===== config.mk =====
export PLATFORM = sky130hd
export DESIGN_NAME = toggle_energy_monitor
export DESIGN_NICKNAME = d
export VERILOG_FILES = /design/src/rtl/toggle_energy_monitor_pkg.sv /design/src/rtl/popcount_w.sv /design/src/rtl/toggle_energy_monitor.sv
export SDC_FILE = /design/constraint.sdc
export NUM_CORES = 1
export LEC_CHECK = 0
export CAP_MARGIN = 20
export CORE_ASPECT_RATIO = 2
export CORE_UTILIZATION = 48
export DETAILED_ROUTE_END_ITERATION = 12
export GPL_ROUTABILITY_DRIVEN = 0
export PLACE_DENSITY = 0.69
export SLEW_MARGIN = 20
export SYNTH_ARGS = -nofsm -noshare
export SYNTH_HDL_FRONTEND = slang
export SYNTH_SLANG_ARGS = --single-unit
export TNS_END_PERCENT = 100

===== constraint.sdc =====
create_clock -name clk -period 12.7 [get_ports clk]
set_input_delay 3.81 -clock clk [delete_from_list [all_inputs] [get_ports clk]]
set_output_delay 3.81 -clock clk [all_outputs]
set_load 0.02 [all_outputs]

===== src/rtl/toggle_energy_monitor_pkg.sv =====
// Shared types and constants for the toggle/energy activity monitor.
// Energy per transition is derived from load capacitance and supply voltage.
package toggle_mon_pkg;

    typedef enum logic [1:0] {
        IDLE    = 2'd0,
        MEASURE = 2'd1,
        REPORT  = 2'd2
    } state_t;

    // 15 pF load at 5 V gives C_L*Vcc^2 = 375 pJ per transition.
    localparam int C_L_PF               = 15;
    localparam int VCC_V                = 5;
    localparam int E_PER_TOGGLE_DEFAULT = C_L_PF * VCC_V * VCC_V;

    // Unsigned add clamped to the all-ones value of a w-bit field (w < 64).
    function automatic logic [63:0] sat_add(
        input  logic [63:0] a,
        input  logic [63:0] b,
        input  int unsigned w,
        output logic        clamped
    );
        logic [64:0] sum_v;
        logic [63:0] max_v;
        max_v = (64'd1 << w) - 64'd1;
        sum_v = {1'b0, a} + {1'b0, b};
        if (sum_v > {1'b0, max_v}) begin
            clamped = 1'b1;
            return max_v;
        end else begin
            clamped = 1'b0;
            return sum_v[63:0];
        end
    endfunction

endpackage


===== src/rtl/popcount_w.sv =====
// Combinational population count of a WIDTH-bit vector.
module popcount_w #(
    parameter int WIDTH = 8
) (
    input  logic [WIDTH-1:0]             vec,
    output logic [$clog2(WIDTH+1)-1:0]   count
);

    localparam int CW = $clog2(WIDTH + 1);

    // Sum the set bits one at a time.
    always_comb begin
        count = {CW{1'b0}};
        for (int i = 0; i < WIDTH; i++) begin
            count = count + CW'(vec[i]);
        end
    end

endmodule


===== src/rtl/toggle_energy_monitor.sv =====
// Counts bit transitions on an observed bus over a programmable window and
// reports toggle count and energy (pJ) over a valid/ready handshake.
module toggle_energy_monitor
    import toggle_mon_pkg::*;
#(
    parameter int WIDTH        = 8,
    parameter int CNT_W        = 16,
    parameter int ENERGY_W     = 24,
    parameter int E_PER_TOGGLE = E_PER_TOGGLE_DEFAULT,
    parameter int WIN_W        = 16
) (
    input  logic                clk,
    input  logic                reset,
    input  logic                start,
    input  logic [WIN_W-1:0]    win_len,
    input  logic [WIDTH-1:0]    in_bus,
    output logic                busy,
    output logic                rpt_valid,
    input  logic                rpt_ready,
    output logic [CNT_W-1:0]    rpt_toggles,
    output logic [ENERGY_W-1:0] rpt_energy,
    output logic                rpt_sat
);

    localparam int PC_W   = $clog2(WIDTH + 1);
    localparam int PROD_W = CNT_W + $clog2(E_PER_TOGGLE + 1);

    state_t              state_r, state_s;
    logic [WIDTH-1:0]    prev_r, prev_s;
    logic [WIN_W-1:0]    remaining_r, remaining_s;
    logic [CNT_W-1:0]    toggles_r, toggles_s;
    logic [ENERGY_W-1:0] energy_r, energy_s;
    logic                sat_r, sat_s;
    logic                busy_r, busy_s;
    logic                valid_r, valid_s;

    logic [PC_W-1:0]     pc_s;
    logic [PROD_W-1:0]   prod_s;
    logic [CNT_W-1:0]    tog_sum_s;
    logic [ENERGY_W-1:0] en_sum_s;
    logic                tog_clamp_s;
    logic                en_clamp_s;

    popcount_w #(.WIDTH(WIDTH)) u_popcount (
        .vec   (in_bus ^ prev_r),
        .count (pc_s)
    );

    // Per-edge energy increment at full width, then clamped accumulation.
    always_comb begin
        prod_s    = PROD_W'(pc_s) * PROD_W'(E_PER_TOGGLE);
        tog_sum_s = CNT_W'(sat_add(64'(toggles_r), 64'(pc_s), CNT_W, tog_clamp_s));
        en_sum_s  = ENERGY_W'(sat_add(64'(energy_r), 64'(prod_s), ENERGY_W, en_clamp_s));
    end

    // Next-state and next-output logic for the IDLE/MEASURE/REPORT sequence.
    always_comb begin
        state_s     = state_r;
        prev_s      = prev_r;
        remaining_s = remaining_r;
        toggles_s   = toggles_r;
        energy_s    = energy_r;
        sat_s       = sat_r;
        busy_s      = busy_r;
        valid_s     = valid_r;
        case (state_r)
            IDLE: begin
                if (start) begin
                    // The start cycle only establishes the baseline sample.
                    prev_s      = in_bus;
                    remaining_s = (win_len == {WIN_W{1'b0}}) ? WIN_W'(1) : win_len;
                    toggles_s   = {CNT_W{1'b0}};
                    energy_s    = {ENERGY_W{1'b0}};
                    sat_s       = 1'b0;
                    busy_s      = 1'b1;
                    state_s     = MEASURE;
                end else begin
                    state_s = IDLE;
                end
            end
            MEASURE: begin
                prev_s      = in_bus;
                toggles_s   = tog_sum_s;
                energy_s    = en_sum_s;
                sat_s       = sat_r | tog_clamp_s | en_clamp_s;
                remaining_s = remaining_r - WIN_W'(1);
                if (remaining_r == WIN_W'(1)) begin
                    valid_s = 1'b1;
                    state_s = REPORT;
                end else begin
                    state_s = MEASURE;
                end
            end
            REPORT: begin
                if (rpt_ready) begin
                    valid_s = 1'b0;
                    busy_s  = 1'b0;
                    state_s = IDLE;
                end else begin
                    state_s = REPORT;
                end
            end
            default: begin
                valid_s = 1'b0;
                busy_s  = 1'b0;
                state_s = IDLE;
            end
        endcase
    end

    // State and output registers.
    always_ff @(posedge clk or posedge reset) begin
        if (reset) begin
            state_r     <= IDLE;
            prev_r      <= {WIDTH{1'b0}};
            remaining_r <= {WIN_W{1'b0}};
            toggles_r   <= {CNT_W{1'b0}};
            energy_r    <= {ENERGY_W{1'b0}};
            sat_r       <= 1'b0;
            busy_r      <= 1'b0;
            valid_r     <= 1'b0;
        end else begin
            state_r     <= state_s;
            prev_r      <= prev_s;
            remaining_r <= remaining_s;
            toggles_r   <= toggles_s;
            energy_r    <= energy_s;
            sat_r       <= sat_s;
            busy_r      <= busy_s;
            valid_r     <= valid_s;
        end
    end

    assign busy        = busy_r;
    assign rpt_valid   = valid_r;
    assign rpt_toggles = toggles_r;
    assign rpt_energy  = energy_r;
    assign rpt_sat     = sat_r;

endmodule


* Word-level counts from Yosys, hierarchy flattened
Index checks and enable logic that the tools add are counted.
** Word-level totals
- Register bits after elaboration :: 69
- Bits of input ports :: 28
- Output and inout port bits :: 43
- Logic and storage cells :: 62
** Cells by class
- Add/subtract/negate cells :: 10
- $mul :: 1
- Magnitude comparators :: 2
- Eq/ne operators :: 6
- Mux-type cells :: 24
- Bitwise operators :: 5
- Reductions and logical operators :: 6
** Operators by type and width (count)
- $mux W16 :: 4
- $pmux W16 S2 :: 2
- $mux W24 :: 2
- $pmux W24 S2 :: 1
- $add A24 B13 Y25 :: 1
- $gt A25 B24 Y1 const B :: 1
- $add A4 B1 Y4 :: 6
- $add A16 B4 Y17 :: 1
- $gt A17 B16 Y1 const B :: 1
- $eq A16 B1 Y1 const B :: 1
- $logic_not A16 Y1 :: 1
- $pmux W8 S2 :: 1
- $sub A16 B1 Y16 const B :: 1
- $mul A4 B9 Y13 const B :: 1
- $mux W8 :: 1
- $xor A8 B8 Y8 :: 1
- $mux W1 :: 7
- $ne A2 B2 Y1 const B :: 3
- $pmux W1 S3 :: 2
- $pmux W2 S3 :: 1
- $reduce_and A3 Y1 :: 2
- $mux W2 :: 2
- $add A1 B1 Y2 :: 1
- $eq A2 B1 Y1 const B :: 1
- other kinds (7) :: 9

* Depth between registers and ports, before layout
Gate-level depths: netlist of the first run.
- Word-level depth :: 14
- Gate-level depth with buffers :: 24
- Gate-level depth less buffers :: 22

* By module
From an unflattened synthesis of the first run, not the netlist that was laid out.
** Unflattened totals
- Cells, all modules :: 582
- Area total of the unflattened synthesis :: 5051.1 µm²
** Modules (own cells, without submodules)
- toggle_energy_monitor :: instances 1, cells each 558, area an instance 4860.9 µm², seq. area each 1726.7 µm²
- popcount_w :: instances 1, cells each 24, area an instance 190.2 µm², seq. area each 0.0 µm²

* Least setup slack after synthesis of the first run
Ideal clock, no wire load.
- Path type :: input-to-reg
- Start :: in in_bus[0]
- End :: reg energy_r[18] (netlist: rpt_energy[18])
- Library setup time :: 0.131 ns
- Arrival time :: 9.608 ns
- Data required time :: 12.569 ns
- Path slack :: 2.961 ns
- Stages on the path :: 21
- Buffers on the path :: 1
- Path through :: xor2_1 ha_1 fa_1 inv_1 fa_1 fa_1 fa_1 xnor2_1 ha_1 inv_1 fa_1 fa_1 inv_1 ha_1 nand3_1 o2bb2ai_1 o21a_2 or2_4 buf_6 and4b_1 or3_1
** On the way
- Cells in the longest elaborated chain, start to end :: 13
** Ends and longest elaborated chain
- start, declared :: line toggle_energy_monitor.sv:16 : input logic [WIDTH-1:0] in_bus,
- $xor A8 B8 Y8 (*) :: line toggle_energy_monitor.sv:45 : .vec (in_bus ^ prev_r),
- $add A1 B1 Y2 (*) :: line popcount_w.sv:15 : count = count + CW'(vec[i]);
- $add A4 B1 Y4 (*) (6 in a row) :: line popcount_w.sv:15
- $mul A4 B9 Y13 (*) :: line toggle_energy_monitor.sv:51 : prod_s = PROD_W'(pc_s) * PROD_W'(E_PER_TOGGLE);
- $add A24 B13 Y25 (*) :: line toggle_energy_monitor_pkg.sv:26 : sum_v = {1'b0, a} + {1'b0, b};
- $gt A25 B24 Y1 :: line toggle_energy_monitor_pkg.sv:27 : if (sum_v > {1'b0, max_v}) begin
- $mux W24 (*) :: line toggle_energy_monitor_pkg.sv:27
- $pmux W24 S2 (*) :: line toggle_energy_monitor.sv:66 : case (state_r)
- end signal, assigned :: line toggle_energy_monitor.sv:118 : energy_r <= {ENERGY_W{1'b0}};
- end signal, assigned :: line toggle_energy_monitor.sv:127 : energy_r <= energy_s;
- end, declared :: line toggle_energy_monitor.sv:32 : logic [ENERGY_W-1:0] energy_r, energy_s;
Mark *: on every way between the ends. The rest lies on a longest branch, timed or not.
A chain may end at the register's enable or synchronous reset.

* Worst setup path after layout of the first run
- Start :: in in_bus[0]
- End :: reg energy_r[17] (netlist: rpt_energy[17])
The elaborated chain is that of the path after synthesis.

==> metrics.txt, run 1 <==
Buf+Inv Stages, Crit Path 3; Slowest Stage Delay on Critical Path between 0.5 and 0.6 ns; syn_nets between 600 and 700; CP cell instances clkdlybuf4s50_1 > xor2_1 > ha_1 > fa_1 > inv_1 > fa_1 > fa_1 > fa_1 > xnor2_1 > ha_1 > inv_1 > fa_1 > xor2_1 > ha_1 > ha_1 > a21oi_1 > o2bb2ai_1 > o21a_2 > or2_4 > and3_1 > or3_1; Slew HR 0.331; RSZ-0062 raised after global routing false; R2R Setup Slk about 6 ns; Util after Layout 0.604; CP dominant cell by count fa_1; Core ar. between 10,000 and 15,000 µm²; outcome completed; Hold Path Class reg2reg; Crit path required time 12.92 ns; fmax 97.1 MHz; H-Tree Depth 3; number of synthesized register bits 69; Final Non-Filler Cells just under 800; commonest non-fill, non-tap cells in the layout clkdlybuf4s50_1, dfrtp_1, nand2_1, inv_1, a21oi_1; GRT overflow 0; yosys warns 0; vias per std cell between 6 and 7; Worst-Margin Slew around 1 ns; fin area 6130 µm²; post-cts sizing count 0; CTS tree built; Top Family by Delay on Critical Path adder cells; startpoint types primary input; Reg2Reg Launch Point prev_r[0]; first-pass GRT wire length approximately 24,000 µm; setup bufs post-CTS 0; Final period util 0.811; placed cells approximately 770; area grow syn2layout 21.5%; Final #Nets 724; Die ar. roughly 11,000 µm²; DR WL/cell about 19 µm; endpoints failing setup 0; Final ANT Viol Nets 0; critical path class in2reg; synthesized cell area between 5000 and 6000 µm²; clock latency on the worst-skew pair between 0.3 and 0.4 ns; initial core utilization 0.497; CP max FO 11; Max Clock Skew a little over 0.006 ns; Slowest cell on crit path xnor2_1; worst endpoint data arrival time 10.52 ns; drt first pass iters 5; EDFF count, synth 0; Gate Count Post-Synth approximately 580; routed via count between 4,000 and 5,000; Max Root-Sink Buffers 2; Clock transition at path regs 0.06 ns; CTS Root Cell clkbuf_16; hold_buf cts 0; syn_area_per_cell roughly 8.7 µm²; Std-Cell Rows 52; Final Hold Viols 0; Fillers between 900 and 1,000; sequential area share after synthesis 0.342; setup TNS 0 ns; DRC violations left 0; dpl hpwl between 10,000 and 15,000 µm; TritonCTS buffer count 9; I/O Buffers 70; largest net degree at the start of global routing 70; chip width around 74 µm; Max-Cap Viols 0; Worst Hold Launch rpt_valid; fin. max-slew vios 0; final worst path period need about 10 ns; vias in the first global route approximately 5,000; commonest non-fill, non-tap cell in the layout clkdlybuf4s50_1; WL final approximately 15,000 µm; Main synth FF type dfrtp_1; Tot GR Track Use 0.288; Sinks on Clock Net between 60 and 70; fraction of registers with async set/reset 1.00; share of layout cells above drive strength 1 0.0493; Cell variety after synth 62; Iteration-0 DRC Markers 247; Post-Place Cell Area around 5900 µm²; Crit. Startpoint in_bus[0]; die height between 100 and 150 µm; top-level port count between 70 and 80; CP Capture Type flop; n_diodes 0; initial antenna violation count 0
==> cells in the mapped netlist (15+ instances only) <==
cell type  instances  area (µm²)
a21oi_1           47         235
a31oi_1           19         119
clkbuf_1          15        56.3
dfrtp_1           69        1730
fa_1              19         380
ha_1              33         413
inv_1             55         206
nand2_1           67         251
nand3_1           20         100
nand4_1           15        93.8
nor2_1            39         146
o21ai_0           30         150
==> final timing paths <==
| check | end | cells after the start |
|---|---|---|
| max in group asynchronous | rpt_energy[11] | 3 |
| min in group asynchronous | busy | 3 |
| min | rpt_valid | 2 |
| max | rpt_energy[17] | 21 |
| max reg2reg | rpt_energy[17] | 20 |
| min reg2reg | rpt_valid | 2 |
==> worst min-delay path, stage by stage, from the launching register on <==
cell	delay [ns]
dfrtp_1	0.34
nand2_1	0.05
nand2_1	0.05
==> per-stage QoR <==
step                      hold WS, ns  setup WS (ns)
after floorplan                 0.466           2.96
after global placement          0.457           2.21
after detailed placement        0.460           2.06
after CTS                       0.472           2.42
after global routing            0.506           2.07
final                           0.465           2.40
==> flip-flops by register name, summed over array words and instances (netlist names) <==
name / cells
rpt_toggles: 16
remaining_r: 16
state_r: 2
rpt_sat: 1
rpt_valid: 1
busy: 1
rpt_energy: 24
prev_r: 8
==> layout make-up <==
cell class,count,area [µm²],share of cell area
clock inverter,4,22.5,0.00367
timing repair buffer,74,731,0.119
clock buffer,12,256,0.0418
multi-input combinational,435,3020,0.492
sequential,69,1730,0.282
inverter,55,206,0.0337
tap,135,169,0.0276
==> cells by family after synthesis <==
kind of cell	after synthesis	synth area share
and+or+nand+nor	200	0.199
AOI/OAI and AO/OA	162	0.203
muxes	2	0.00446
buffers and inverters	78	0.0610
DFF	69	0.342
xor gates and xnor gates	19	0.0330
adders and majority gates	52	0.157
==> routing by layer <==
metal / vias to the layer above / routed length [µm] / global-route usage
met3: 63 / 694 / 0.0432
li1: 2202 / - / -
met2: 205 / 7970 / 0.509
met4: 0 / 854 / 0.189
met5: - / 0 / 0
met1: 2327 / 5010 / 0.302
Power of run 1 is not shown: default switching activity piles up to over one toggle a cycle in this logic, so the estimate is an artifact.
==> run 2, diff against run 1 <==
Clock period 12.7 ns to 10.11 ns, I/O delays scaled along.
==> run 2 against run 1 <==
- cell count is the same
- setup slack worse by 1.8 ns
- final area is 0.24% higher
- register-to-register slack worse by 2.6 ns
- core utilization is 0.15 points higher
- clock skew increased by 0.0039 ns
- non-clock buffer count did not move
- critical endpoint is now rpt_energy[18]
==> metrics.txt, run 2 (synthesis results as in run 1) <==
outcome completed; RSZ-0062 raised after global routing false; largest net degree at the start of global routing 70; setup bufs post-CTS 0; critical path class in2reg; initial core utilization 0.497; drt first pass iters 4; TritonCTS buffer count 9; final worst path period need about 9.5 ns; CP dominant cell by count fa_1; Slowest cell on crit path xnor2_1; n_diodes 0; Final Hold Viols 0; CP cell instances clkdlybuf4s50_1 > xor2_1 > ha_1 > fa_1 > inv_1 > fa_1 > fa_1 > fa_1 > xnor2_1 > ha_1 > inv_1 > fa_1 > xor2_1 > ha_1 > ha_1 > a21oi_1 > o2bb2ai_1 > o21a_2 > or2_4 > and3_1 > or3_1; routed via count between 4,000 and 5,000; Final #Nets 724; Min-Delay Path Depth 2; WL final ~15,000 µm; Die ar. 10,900 µm²; Worst Hold Launch busy; Reg2Reg Depth 20; H-Tree Depth 3; GRT overflow 0; chip width around 74 µm; Std-Cell Rows between 50 and 60; setup TNS 0 ns; Sinks on Clock Net 69; area grow syn2layout 21.8%; I/O Buffers 70; CP max FO 11; Max Clock Skew approximately 0.010 ns; Slowest Stage Delay on Critical Path between 0.5 and 0.6 ns; DR WL/cell between 15 and 20 µm; CTS Root Cell clkbuf_16; Max Root-Sink Buffers 2; fmax 105 MHz; max reg flops 24; Final ANT Viol Nets 0; Iteration-0 DRC Markers about 290; hold_buf cts 0; Slew HR 0.353; CTS tree built; die height ~150 µm; dpl hpwl between 10,000 and 15,000 µm; initial antenna violation count 0; top-level port count 71; fin. max-slew vios 0; first-pass GRT wire length 24,000 µm; vias per std cell 5.99; worst endpoint data arrival time 9.75 ns; Final period util 0.944; Worst-Margin Slew about 0.97 ns; Crit path required time between 10 and 15 ns; endpoints failing setup 0; CP Capture Type flop; share of layout cells above drive strength 1 0.0478; clock latency on the worst-skew pair approximately 0.34 ns; startpoint types primary input; Core ar. roughly 10,000 µm²; commonest non-fill, non-tap cells in the layout clkdlybuf4s50_1, dfrtp_1, nand2_1, inv_1, a21oi_1; DRC violations left 0; vias in the first global route ~5,000; post-cts sizing count 0; commonest non-fill, non-tap cell in the layout clkdlybuf4s50_1; Max-Cap Viols 0; Hold Path Class reg2reg; Tot GR Track Use 0.289; Reg2Reg Launch Point prev_r[0]; Endpoint, Worst Hold busy; Clock transition at path regs around 0.060 ns; FF-to-FF End rpt_energy[18]; R2R Setup Slk roughly 3.3 ns
[run 2: metrics by stage]
stage / setup slack, ns / cell area (µm²) / utilization / hold slack, ns / std cells
3_3_place_gp: 0.395 / 5850 / 0.576 / 0.458 / 768
4_1_cts: 0.540 / 6140 / 0.605 / 0.485 / 784
5_1_grt: 0.203 / 6140 / 0.605 / 0.532 / 784
3_5_place_dp: 0.185 / 5850 / 0.576 / 0.471 / 768
2_1_floorplan: 1.15 / 5040 / - / 0.466 / 582
6_report: 0.569 / 6140 / 0.605 / 0.482 / 784
[run 2: final cells by class]
cell class,count,area (µm²)
clock buffers,12,246
flip-flops and latches,69,1730
clock inverters,4,47.5
repair buffers,74,731
fillers,945,4010
multi-input cells,435,3020
well taps,135,169
inverters,55,206
[run 2: layer usage]
metal | wire [µm] | global-route usage | up-vias
met3 | 467 | 0.0350 | 47
li1 | - | - | 2200
met5 | 0 | 0 | -
met1 | 5140 | 0.301 | 2294
met2 | 8250 | 0.520 | 153
met4 | 737 | 0.184 | 0
[run 2: worst max path at each step]
| stage | cells past startpoint | to | from | slack, ns |
|---|---|---|---|---|
| floorplan | 21 | rpt_energy[18] | in_bus[0] | 1.15 |
| global placement | 21 | rpt_energy[18] | in_bus[0] | 0.40 |
| detailed placement | 21 | rpt_energy[18] | in_bus[0] | 0.18 |
| CTS | 21 | rpt_energy[18] | in_bus[0] | 0.54 |
| global route | 21 | rpt_energy[18] | in_bus[0] | 0.20 |
| finish | 21 | rpt_energy[18] | in_bus[0] | 0.57 |
[run 2: worst max-delay path: cells and delay by family]
family	cells	cell delay [ns]
fa+ha+maj	9	3.69
xor+xnor	3	0.95
simple gates	3	0.86
buf+inv	3	0.63
compound gates	3	0.59
Power of run 2 is left out for the same reason.
==> run 3, diff against run 2 <==
Settings changed: SYNTH_HIERARCHICAL set to 1.
==> run 3 against run 2 <==
- clock skew about the same
- cell count is 0.64% higher
- sequential share of layout area down 0.35 points
- via count decreased by 1.6%
- final area grew 1.3%
- critical endpoint is now rpt_energy[17]
- highest routed layer unchanged
==> metrics.txt, run 3 <==
Clock transition at path regs about 0.06 ns; endpoints failing setup 0; CP dominant cell by count inv_1; EDFF count, synth 0; Worst-Margin Slew around 0.9 ns; outcome completed; Max Root-Sink Buffers 2; Iteration-0 DRC Markers 261; Worst Hold Launch rpt_valid; number of synthesized register bits 69; startpoint types primary input; critical path class in2reg; n_diodes 0; setup ws final 0.513 ns; Top Family by Delay on Critical Path adder cells; DR WL/cell between 15 and 20 µm; Final Hold Viols 0; Std-Cell Rows 52; Crit path required time about 10 ns; largest net degree at the start of global routing 70; yosys warns 6; Max Clock Skew a little under 0.01 ns; Main synth FF type dfrtp_1; TritonCTS buffer count 9; drt first pass iters 5; chip width 74.5 µm; Core ar. 10,100 µm²; RSZ-0062 raised after global routing false; share of layout cells above drive strength 1 0.0581; max reg flops 24; top-level port count around 70; GRT overflow 0; syn_area_per_cell around 8.7 µm²; most common cell in the netlist nand2_1; first-pass GRT wire length between 20,000 and 25,000 µm; Sinks on Clock Net 69; H-Tree Depth 3; Slowest cell on crit path fa_1; initial core utilization 0.498; Hold Path Class reg2reg; CP Capture Type flop; Tot GR Track Use 0.266; Max-Cap Viols 0; vias in the first global route 4,666; Fillers just over 900; area grow syn2layout 23.2%; fraction of registers with async set/reset 1.00; dominant cells by area after synthesis dfrtp_1, ha_1, fa_1; Slew HR 0.389; hold_buf cts 0; top cell type's share of synthesized area 0.342; Gate Count Post-Synth around 580; I/O Buffers 70; Crit. Startpoint in_bus[0]; CP max FO 6; DRC violations left 0; synthesized cell area slightly above 5000 µm²; clock latency on the worst-skew pair 0.34 ns; commonest non-fill, non-tap cells in the layout nand2_1, clkdlybuf4s50_1, dfrtp_1, inv_1, o21ai_0; CTS tree built; commonest non-fill, non-tap cell in the layout nand2_1; Yosys top cell by area dfrtp_1; CTS Root Cell clkbuf_16; Reg2Reg Launch Point prev_r[0]; fin. max-slew vios 0; Buf+Inv Stages, Crit Path 9; vias per std cell a little under 6; dpl hpwl approximately 10000 µm; routed via count between 4,000 and 5,000; Final period util 0.949; Post-synth top cells nand2_1, dfrtp_1, inv_1; setup TNS 0 ns; die height 147 µm; fmax approximately 100 MHz; worst endpoint data arrival time 9.81 ns; final worst path period need between 9 and 10 ns; setup bufs post-CTS 0; Final ANT Viol Nets 0; syn_nets between 600 and 700; Seq. cell area between 1500 and 2000 µm²; initial antenna violation count 0; Die ar. around 11,000 µm²; pre-CTS WS ~0.10 ns; WL final between 10,000 and 15,000 µm; Slowest Stage Delay on Critical Path 0.55 ns; Cell variety after synth approximately 60; sequential area share after synthesis 0.342; Final #Nets between 700 and 800; Multi-input gate area ~3000 µm²
## run 3: changes by cell type after synthesis, sizes merged, moves of 5 or more
cell / change
a21oi: -18
nor2: -18
nand2: +17
o21ai: +16
a31oi: -11
a21o: +10
nand4: -9
clkbuf: +7
nand3: -6
a22o: +5
inv: +5
## run 3: area by class of cell
| class | instances | share of cell area |
|---|---|---|
| multi-input cells | 427 | 0.484 |
| flip-flops and latches | 69 | 0.277 |
| repair buffers | 82 | 0.127 |
| clock buffers | 9 | 0.0362 |
| inverters | 60 | 0.0362 |
| well taps | 135 | 0.0271 |
| clock inverters | 7 | 0.0121 |
## run 3: worst paths after layout
path	endpoint	slack [ns]	depth (start not counted)
min in group asynchronous	rpt_energy[4]	3.26	3
worst min register to register	rpt_valid	0.50	2
worst min-delay path	rpt_valid	0.50	2
max in group asynchronous	rpt_toggles[5]	6.22	3
worst max-delay path	rpt_energy[17]	0.51	26
worst max register to register	rpt_energy[17]	3.31	25
## run 3: cells by family after synthesis
kind of cell,count (synthesis),share of synthesized area
adders and majority gates,51,0.153
buffers and inverters,86,0.0647
xor gates and xnor gates,21,0.0364
AOI/OAI and AO/OA,172,0.224
and+or+nand+nor,181,0.176
DFF,69,0.342
muxes,2,0.00396
## run 3: worst reg2reg max path, stage by stage, from the launching register on
cell and delay [ns]:
dfrtp_1 0.39, xor2_1 0.15, inv_1 0.08, fa_1 0.55
fa_1 0.42, fa_1 0.45, inv_1 0.07, ha_1 0.16
inv_1 0.05, fa_1 0.37, xnor2_1 0.38, inv_1 0.12
fa_1 0.53, inv_1 0.05, ha_1 0.32, inv_1 0.07
fa_1 0.50, inv_1 0.04, ha_1 0.35, o211ai_1 0.19
o21ai_0 0.14, o2111ai_1 0.38, buf_4 0.22, a211oi_1 0.09
and2_1 0.21, a2111o_1 0.39
## run 3: per-layer routing
| layer | up-vias | global-route usage | wire, µm |
|---|---|---|---|
| met3 | 36 | 0.0446 | 515 |
| met4 | 0 | 0.129 | 515 |
| met1 | 2259 | 0.296 | 4850 |
| li1 | 2193 | - | - |
| met2 | 130 | 0.471 | 7550 |
| met5 | - | 0 | 0 |
## run 3: per-stage QoR
stage / utilization / std cells / instance area (µm²) / hold slack [ns]
2_1_floorplan: - / 582 / 5050 / 0.466
3_3_place_gp: 0.583 / 773 / 5910 / 0.465
3_5_place_dp: 0.583 / 773 / 5910 / 0.483
4_1_cts: 0.612 / 789 / 6210 / 0.497
5_1_grt: 0.613 / 789 / 6220 / 0.516
6_report: 0.613 / 789 / 6220 / 0.496
## run 3: timing repair
action,CTS,global route
hold endpoints to repair,0,0
endpoints found under the setup margin,0,6
resized for setup,0,1
Power of run 3 is left out for the same reason.
